$ cat src/rtl/clock_time_ctrl_pkg.sv
// Shared encodings, limits and widths for the 12-hour clock time controller.
// The optional hourly chime is selected with the HOURLY_CHIME_EN macro.
package clock_ctrl_pkg;

  localparam int HR_W = 4;
  localparam int MS_W = 6;

  localparam logic [MS_W-1:0] SEC_MAX = 6'd59;
  localparam logic [MS_W-1:0] MIN_MAX = 6'd59;
  localparam logic [HR_W-1:0] HR_MAX  = 4'd11;

  typedef enum logic [1:0] {
    MODE_RUN     = 2'd0,
    MODE_SET_HR  = 2'd1,
    MODE_SET_MIN = 2'd2
  } mode_e;

  // Modulo-60 step for the minute and second fields; never exceeds the maximum.
  function automatic logic [MS_W-1:0] inc_mod60(input logic [MS_W-1:0] v);
    return (v == MIN_MAX) ? '0 : v + 6'd1;
  endfunction

endpackage

$ cat src/rtl/clock_time_ctrl_if.sv
// Link to the external mod-12 hour next-state incrementer.
// Handshake: the master drives HR_CS and pulls HR_EN_N low for one cycle; the slave
// answers combinationally on HR_NS, which the master loads on that same rising edge.
interface clock_time_ctrl_if;
  logic [clock_ctrl_pkg::HR_W-1:0] HR_CS;
  logic                            HR_EN_N;
  logic [clock_ctrl_pkg::HR_W-1:0] HR_NS;

  modport master (output HR_CS, output HR_EN_N, input HR_NS);
  modport slave  (input HR_CS, input HR_EN_N, output HR_NS);
endinterface

$ cat src/rtl/clock_time_ctrl_sec_prescaler.sv
// Clock-cycle prescaler producing a one-cycle sec_tick every TICKS_PER_SEC enabled cycles.
// Holds its count while disabled; clr forces the count back to zero.
module sec_prescaler #(
  parameter int TICKS_PER_SEC = 50000000
) (
  input  logic clk,
  input  logic rst,
  input  logic en,
  input  logic clr,
  output logic sec_tick
);

  localparam int CW = $clog2(TICKS_PER_SEC);
  localparam logic [CW-1:0] CNT_LAST = CW'(TICKS_PER_SEC - 1);

  logic [CW-1:0] cnt_q;

  assign sec_tick = en && (cnt_q == CNT_LAST);

  always_ff @(posedge clk) begin
    if (rst || clr) begin
      cnt_q <= '0;
    end else if (en) begin
      if (cnt_q == CNT_LAST) cnt_q <= '0;
      else                   cnt_q <= cnt_q + 1'b1;
    end
  end

endmodule

$ cat src/rtl/clock_time_ctrl.sv
// Time-keeping and set-mode controller for a 12-hour clock; sequences the external
// mod-12 hour incrementer. Define HOURLY_CHIME_EN to build the hourly chime pulse.
module clock_time_ctrl
  import clock_ctrl_pkg::*;
#(
  parameter int TICKS_PER_SEC = 50000000
) (
  input  logic                    CLK,
  input  logic                    RST,
  input  logic                    MODE_BTN,
  input  logic                    INC_BTN,
  clock_time_ctrl_if.master       hr,
  output logic [MS_W-1:0]         MIN,
  output logic [MS_W-1:0]         SEC,
  output logic                    PM,
  output logic [1:0]              MODE,
  output logic                    ERR,
  output logic                    CHIME
);

  mode_e            mode_q;
  logic [HR_W-1:0]  hr_q;
  logic [MS_W-1:0]  min_q;
  logic [MS_W-1:0]  sec_q;
  logic             pm_q;
  logic             err_q;

  logic sec_tick;
  logic presc_clr;
  logic hr_adv_run;
  logic hr_adv_set;
  logic hr_adv;
  logic ns_bad;

  // Leaving SET_MIN restarts the second from zero.
  assign presc_clr = (mode_q == MODE_SET_MIN) && MODE_BTN;

  sec_prescaler #(.TICKS_PER_SEC(TICKS_PER_SEC)) u_presc (
    .clk      (CLK),
    .rst      (RST),
    .en       (mode_q == MODE_RUN),
    .clr      (presc_clr),
    .sec_tick (sec_tick)
  );

  // MODE_BTN takes priority over INC_BTN, so a simultaneous INC never advances the hour.
  assign hr_adv_run = sec_tick && (sec_q == SEC_MAX) && (min_q == MIN_MAX);
  assign hr_adv_set = (mode_q == MODE_SET_HR) && INC_BTN && !MODE_BTN;
  assign hr_adv     = !RST && (hr_adv_run || hr_adv_set);
  assign ns_bad     = hr.HR_NS > HR_MAX;

  assign hr.HR_CS   = hr_q;
  assign hr.HR_EN_N = !hr_adv;

  assign MIN  = min_q;
  assign SEC  = sec_q;
  assign PM   = pm_q;
  assign MODE = mode_q;
  assign ERR  = err_q;

  always_ff @(posedge CLK) begin
    if (RST) begin
      mode_q <= MODE_RUN;
      hr_q   <= '0;
      min_q  <= '0;
      sec_q  <= '0;
      pm_q   <= 1'b0;
      err_q  <= 1'b0;
    end else begin
      case (mode_q)
        MODE_RUN:    if (MODE_BTN) mode_q <= MODE_SET_HR;
        MODE_SET_HR: if (MODE_BTN) mode_q <= MODE_SET_MIN;
        MODE_SET_MIN: begin
          if (MODE_BTN) begin
            mode_q <= MODE_RUN;
            sec_q  <= '0;
          end else if (INC_BTN) begin
            min_q <= inc_mod60(min_q);
          end
        end
        default: mode_q <= MODE_RUN;
      endcase

      // sec_tick only fires in RUN, so it never collides with the SET_MIN writes.
      if (sec_tick) begin
        if (sec_q == SEC_MAX) begin
          sec_q <= '0;
          min_q <= inc_mod60(min_q);
        end else begin
          sec_q <= sec_q + 6'd1;
        end
      end

      if (hr_adv) begin
        if (ns_bad) begin
          hr_q  <= '0;
          err_q <= 1'b1;
        end else begin
          hr_q <= hr.HR_NS;
          if (hr_q == HR_MAX) pm_q <= !pm_q;
        end
      end
    end
  end

`ifdef HOURLY_CHIME_EN
  logic chime_q;

  always_ff @(posedge CLK) begin
    if (RST) chime_q <= 1'b0;
    else     chime_q <= hr_adv && hr_adv_run && !ns_bad;
  end

  assign CHIME = chime_q;
`else
  assign CHIME = 1'b0;
`endif

endmodule
$ cat src/flat_wrapper.sv
// flat-port wrapper written by rule: the top's interface ports become plain ports
module clock_time_ctrl_flat import clock_ctrl_pkg::*;
#(
  parameter int TICKS_PER_SEC = 50000000
)
  (CLK, RST, MODE_BTN, INC_BTN, MIN, SEC, PM, MODE, ERR, CHIME, hr_HR_CS, hr_HR_EN_N, hr_HR_NS);
  clock_time_ctrl_if hr_i ();
  input  logic CLK;
  input  logic RST;
  input  logic MODE_BTN;
  input  logic INC_BTN;
  output logic [MS_W-1:0] MIN;
  output logic [MS_W-1:0] SEC;
  output logic PM;
  output logic [1:0] MODE;
  output logic ERR;
  output logic CHIME;
  output wire logic [$bits(hr_i.HR_CS)-1:0] hr_HR_CS;
  output wire logic [$bits(hr_i.HR_EN_N)-1:0] hr_HR_EN_N;
  input wire logic [$bits(hr_i.HR_NS)-1:0] hr_HR_NS;
  assign hr_HR_CS = hr_i.HR_CS;
  assign hr_HR_EN_N = hr_i.HR_EN_N;
  assign hr_i.HR_NS = hr_HR_NS;
  clock_time_ctrl #(.TICKS_PER_SEC(TICKS_PER_SEC)) u_core (.CLK(CLK), .RST(RST), .MODE_BTN(MODE_BTN), .INC_BTN(INC_BTN), .hr(hr_i), .MIN(MIN), .SEC(SEC), .PM(PM), .MODE(MODE), .ERR(ERR), .CHIME(CHIME));
endmodule
$ cat config.mk
export PLATFORM = sky130hd
export DESIGN_NAME = clock_time_ctrl_flat
export DESIGN_NICKNAME = d
export VERILOG_FILES = /design/src/rtl/clock_time_ctrl_pkg.sv /design/src/rtl/clock_time_ctrl_if.sv /design/src/rtl/clock_time_ctrl_sec_prescaler.sv /design/src/rtl/clock_time_ctrl.sv /design/src/flat_wrapper.sv
export SDC_FILE = /design/constraint.sdc
export NUM_CORES = 1
export LEC_CHECK = 0
export BUFFER_PORTS_ARGS = -buffer_cell sky130_fd_sc_hd__buf_2
export CAP_MARGIN = 5
export CORE_UTILIZATION = 25
export DETAILED_ROUTE_END_ITERATION = 10
export PLACE_DENSITY = 0.39
export SLEW_MARGIN = 25
export SYNTH_ARGS = -nofsm -noshare
export SYNTH_HDL_FRONTEND = slang
export SYNTH_SLANG_ARGS = --single-unit
$ cat constraint.sdc
create_clock -name CLK -period 2.84 [get_ports CLK]
set_input_delay 0.142 -clock CLK [delete_from_list [all_inputs] [get_ports CLK]]
set_output_delay 0.142 -clock CLK [all_outputs]
set_load 0.005 [all_outputs]
* After elaboration in Yosys (flattened, before gate mapping) *
Index checks and enable logic that the tools add are counted.

word-level totals
  register bits after elaboration = 46
  output and inout bits = 22
  RAM bits = 0
  memories = 0
  input bits = 8
  latch bits = 0
  memory bits (read-only) = 0

cells by class
  div/mod/pow operators = 0
  equal/unequal tests = 9
  bitwise operators = 1
  reduce and logical (&&, ||, !) cells = 20
  add/sub/neg operators = 3
  $mul = 0
  magnitude comparators = 1
  multiplexer cells = 16
  shifts and indexed selects = 0

operators by type and width
  cell                     count
  $mux W6                  10
  $add A26 B1 Y26 const B  1
  $eq A26 B26 Y1 const B   1
  $mux W26                 1
  $add A6 B1 Y6 const B    2
  $eq A6 B6 Y1 const B     2
  $logic_and A1 B1 Y1      7
  $mux W2                  3
  $ne A2 B2 Y1 const B     3
  $pmux W2 S3              1
  $reduce_and A3 Y1        2
  $eq A4 B4 Y1 const B     1
  $gt A4 B4 Y1 const B     1
  $logic_not A1 Y1         4
  $mux W4                  1
  $reduce_and A2 Y1        2
  $reduce_bool A2 Y1       2
  $eq A2 B1 Y1 const B     1
  $eq A2 B2 Y1 const B     1
  $logic_not A2 Y1         1
  $logic_or A1 B1 Y1       2
  $not A1 Y1               1

* Logic depth before layout (Yosys ltp) *
  depth in word-level cells = 7
  gate-level depth with buffers = 8
  mapped depth without buffers = 6

* Hierarchy *
A second synthesis with hierarchy kept.

second synthesis, totals
  cells, all modules = 282
  area total of the unflattened synthesis = 2383.5 um^2

modules (own cells, without submodules)
  module           area an instance (um^2)  seq. area each (um^2)  cells an instance  times used
  sec_prescaler    1338.8                   520.5                  161                1
  clock_time_ctrl  1044.8                   400.4                  121                1

* Least setup slack after synthesis *
OpenSTA, ideal clock, no wires.

  kind = register -> register
  start point = register u_core.u_presc.cnt_q[24]
  end point = register u_core.sec_q[3] (netlist: u_core.SEC[3])
  stages on the path, launching flop included = 7
  buffers on the path = 1
  arrival = 2327 ps
  setup time = 91 ps
  slack = 422 ps
  cells stage by stage = dfxtp_1 > or4_1 > or4b_4 > or2_1 > buf_6 > or3b_1 > a311oi_1

between the ends
  longest elaborated chain between the ends = 4
  elaborated cells on any way between the ends = 6
  those cells by class = eq/ne (1); mux (1); reduce/logical (4)

RTL lines
  item                          RTL line                             source
  start, declared               clock_time_ctrl_sec_prescaler.sv:16  logic [CW-1:0] cnt_q;
  start signal, assigned        clock_time_ctrl_sec_prescaler.sv:25  else cnt_q <= cnt_q + 1'b1;
  $eq A26 B26 Y1 (*)            clock_time_ctrl_sec_prescaler.sv:18  assign sec_tick = en && (cnt_q == CNT_LAST);
  $logic_and A1 B1 Y1 (*)       clock_time_ctrl_sec_prescaler.sv:18
  $reduce_bool A2 Y1 (no line)  -
  $reduce_and A2 Y1 (no line)   -
  end signal, assigned          clock_time_ctrl.sv:90                sec_q <= sec_q + 6'd1;
  end, declared                 clock_time_ctrl.sv:24                logic [MS_W-1:0] sec_q;

Every way passes the cells marked *; elsewhere a longest branch is shown, timed or not.
A chain may end at the register's enable or synchronous reset.

* Worst setup path after layout *
  start point = register u_core.u_presc.cnt_q[24]
  end point = output hr_HR_EN_N

between the ends
  longest elaborated chain between the ends = 7

RTL lines
  item                               RTL line                             source
  $eq A26 B26 Y1                     clock_time_ctrl_sec_prescaler.sv:18
  $logic_and A1 B1 Y1                clock_time_ctrl_sec_prescaler.sv:18
  $logic_and A1 B1 Y1 (2 in series)  clock_time_ctrl.sv:47                assign hr_adv_run = sec_tick && (sec_q == SEC_MAX) && (min_q == MIN_MAX);
  $logic_or A1 B1 Y1                 clock_time_ctrl.sv:49                assign hr_adv = !RST && (hr_adv_run || hr_adv_set);
  $logic_and A1 B1 Y1                clock_time_ctrl.sv:49
  $logic_not A1 Y1                   clock_time_ctrl.sv:53                assign hr.HR_EN_N = !hr_adv;
  end, declared                      flat_wrapper.sv:19                   output wire logic [$bits(hr_i.HR_EN_N)-1:0] hr_HR_EN_N;

No other way between the ends.

==> PnR_summary.wiki <==
{| class="wikitable"
! Metric !! Value
|-
| Number of buffers added for setup after CTS || 0
|-
| Total inserted antenna cells || 0
|-
| Outcome || completed
|-
| Port Buf Inserts || 28
|-
| Cell area after placement || 2530 um^2
|-
| End of the worst register-to-register path || u_core.SEC[3]
|-
| Drt total wl || 5390 um
|-
| WP data required || 2.70 ns
|-
| Final hold viol count || 0
|-
| Setup TNS Final || 0 ns
|-
| Die outline height || 97.3 um
|-
| DRC Markers || 0
|-
| Sink Count || 46
|-
| Boundary Pins || 30
|-
| Width of the die || 97.3 um
|-
| Routability congestion estimate from global placement || 0.710
|-
| CTS H-tree depth || 2
|-
| Fraction of the cycle the final worst path needs || 92.2%
|-
| HPWL after detailed placement || 3770 um
|-
| Worst flop-to-flop path startpoint || u_core.u_presc.cnt_q[24]
|-
| CTS Buf Count || 5
|-
| Syn nets || 282
|-
| Leakage power total || 0.997 nW
|-
| Total power per unit cell area || 470 nW/um^2
|-
| Most frequent cells after synthesis || dfxtp_1 (46), nor2_1 (32), nand2_1 (24), nand3_1 (15), xnor2_1 (15)
|-
| Warnings, synthesis || 0
|-
| Setup-failing EPs final || 0
|-
| Prevailing post-synth register cell || dfxtp_1
|-
| Post-synthesis async set-or-reset flop share || 0%
|-
| Hold buffer count at cts || 0
|-
| Setup clock skew after layout || 0.00690 ns
|-
| Fraction of final layout cells with drive strength greater than 1 || 15.3%
|-
| Number of search-and-repair iterations in the first detailed-routing pass || 4
|-
| Critical path peak fanout || 10
|-
| Count of cell types in the netlist || 48
|-
| Cell chosen for the clock root || clkbuf_8
|-
| Kind of end point of the critical path || primary output
|-
| Crit path time final || 2.62 ns
|-
| Antenna-violating nets left || 0
|-
| Worst min-delay path startpoint || hr_HR_NS[2]
|-
| Post-cts sizing count || 0
|-
| Initial Utilization || 25.9%
|-
| Maximum clock path buffer count || 2
|-
| Antenna violations before repair || 0
|-
| Worst Setup Path Type || flop to primary output
|-
| Clock tree from TritonCTS || done
|-
| Capturing element of the worst setup path || hr_HR_EN_N
|-
| First-pass GRT wire length || 8920 um
|-
| NumNets Final || 311
|-
| Most frequently used cell type in the post-synthesis netlist || dfxtp_1
|-
| Overall global routing resource usage || 11.6%
|-
| Cell area after synthesis || 2270 um^2
|-
| WP data arrival || 2.48 ns
|-
| Total of flip-flops plus latches after synthesis || 46
|-
| Avg Synthesized Cell Area || 8.38 um^2
|-
| Maximum number of pins on one net before global-route repair || 26
|-
| Source of the critical timing path || u_core.u_presc.cnt_q[24]
|-
| DR WL/cell || 13.2 um
|-
| Unrepaired setup endpoints after global routing || no
|-
| Peak ir drop on the vdd network || 0.158 mV
|-
| Clk_lat worst skew || 0.30 ns
|-
| Fmax || 382 MHz
|-
| Total count of max-transition violations in the final report || 0
|-
| Number of enable flip-flop cells after synthesis || 0
|-
| Class of the tightest hold or removal check || input pin to flop
|-
| Post-DR vias/cell || 4.73
|-
| Total of max-cap violations || 0
|-
| Fraction of the yosys area taken by sequential cells || 40.6%
|-
| Signed area change from the synthesized netlist to the final layout || 16.4%
|-
| Area share of the largest cell type after synthesis || 40.6%
|-
| R2r worst-path depth || 5
|-
| Launching element type of the critical path || flop
|-
| Overflow left after global routing || 0
|-
| Area of all placed cells without fillers || 2640 um^2
|-
| Via count || 1935
|-
| Total die area || 9470 um^2
|-
| Number of global-route vias before repair || 1787
|-
| Register-to-register path setup slack || 0.33 ns
|-
| Library cell with the largest summed area after synthesis || dfxtp_1
|-
| Clock Pin Slew Worst Setup and Hold Paths || 0.09 ns
|-
| Count of standard-cell rows || 34
|-
| First DRT Iteration DRCs || 44
|-
| Core area || 8760 um^2
|-
| Gate count after technology mapping || 271
|-
| Leading cell types by total area after synthesis || dfxtp_1 (41%), xnor2_1 (5.8%), nor2_1 (5.3%)
|}
## final cells by class
cell class | instances | area (um^2)
multi-input cells | 204 | 1260
clock buffers | 6 | 72.6
repair buffers | 34 | 185
fillers | 962 | 6120
well taps | 108 | 135
flip-flops and latches | 46 | 921
clock inverters | 2 | 37.5
inverters | 9 | 33.8
## flip-flops by register name, summed over array words and instances (netlist names)
| signal | count |
|---|---|
| u_core.ERR | 1 |
| u_core.hr.HR_CS | 4 |
| u_core.u_presc.cnt_q | 26 |
| u_core.PM | 1 |
| u_core.MIN | 6 |
| u_core.SEC | 6 |
| u_core.MODE | 2 |
## logic make-up (layout without fill, tap and decap cells)
| kind of cell | Yosys count | after routing | share of synthesized area [%] |
|---|---|---|---|
| AOI/OAI and AO/OA | 37 | 37 | 10.7 |
| xor gates and xnor gates | 26 | 26 | 10.0 |
| adders and majority gates | 3 | 3 | 1.65 |
| buffers and inverters | 21 | 51 | 4.08 |
| DFF | 46 | 46 | 40.6 |
| muxes | 2 | 2 | 0.937 |
| other | 1 | 1 | 0.165 |
| and+or+nand+nor | 135 | 135 | 31.8 |
## worst max-delay path, stage by stage, from the launching register on
cell and delay, ns:
dfxtp_1 0.34, or4_1 0.52, or4b_4 0.59, nor4_2 0.26, buf_4 0.22, o21ai_0 0.09, buf_2 0.16
## cell usage in the layout, fill, tap and decap left out, drive strengths merged, types with 2 or more instances in the layout
| master | count |
|---|---|
| dfxtp | 46 |
| buf | 34 |
| nor2 | 32 |
| nand2 | 24 |
| nand3 | 15 |
| xnor2 | 15 |
| o21ai | 14 |
| xor2 | 11 |
| nand4 | 10 |
| inv | 9 |
| nor3 | 9 |
| and3 | 9 |
| a21oi | 7 |
| nor2b | 6 |
| clkbuf | 6 |
| nor4 | 5 |
| and4 | 4 |
| o211ai | 4 |
| o41ai | 4 |
| nand3b | 3 |
| a32o | 3 |
| nor3b | 3 |
| ha | 3 |
| or2 | 3 |
| and2 | 3 |
| nor4bb | 2 |
## worst min path at each step
stage / to / cells after the start
after global placement: u_core.hr.HR_CS[2] / 3
after detailed placement: u_core.hr.HR_CS[2] / 3
after CTS: u_core.hr.HR_CS[2] / 3
after floorplan: u_core.hr.HR_CS[2] / 2
after global routing: u_core.hr.HR_CS[2] / 3
final: u_core.hr.HR_CS[2] / 3
## stage by stage
step	power [W]	worst slack [ns]	cells	hold slack [ns]	utilization (%)
floorplan	0.000738	0.422	271	0.291	-
global placement	0.000764	0.414	401	0.421	28.9
detailed placement	0.000764	0.356	401	0.417	28.9
CTS	0.00127	0.197	409	0.0938	30.2
global route	0.00131	0.0902	409	0.102	30.2
finish	0.00124	0.221	409	0.105	30.2
## layer usage
layer  track usage [%]  vias up  routed length (um)
met3              2.59        5                 157
met5                 0        -                   0
li1                  -     1018                   -
met2              18.1       23                2400
met1              15.8      889                2770
met4              3.73        0                  54
## power breakdown
part           leakage [nW]  switching, W  internal (W)
Combinational         0.574     0.0000430     0.0000319
Sequential            0.372     0.0000148      0.000658
Clock                0.0514      0.000232      0.000263
Note: power is estimated with default switching activity, not from simulation.
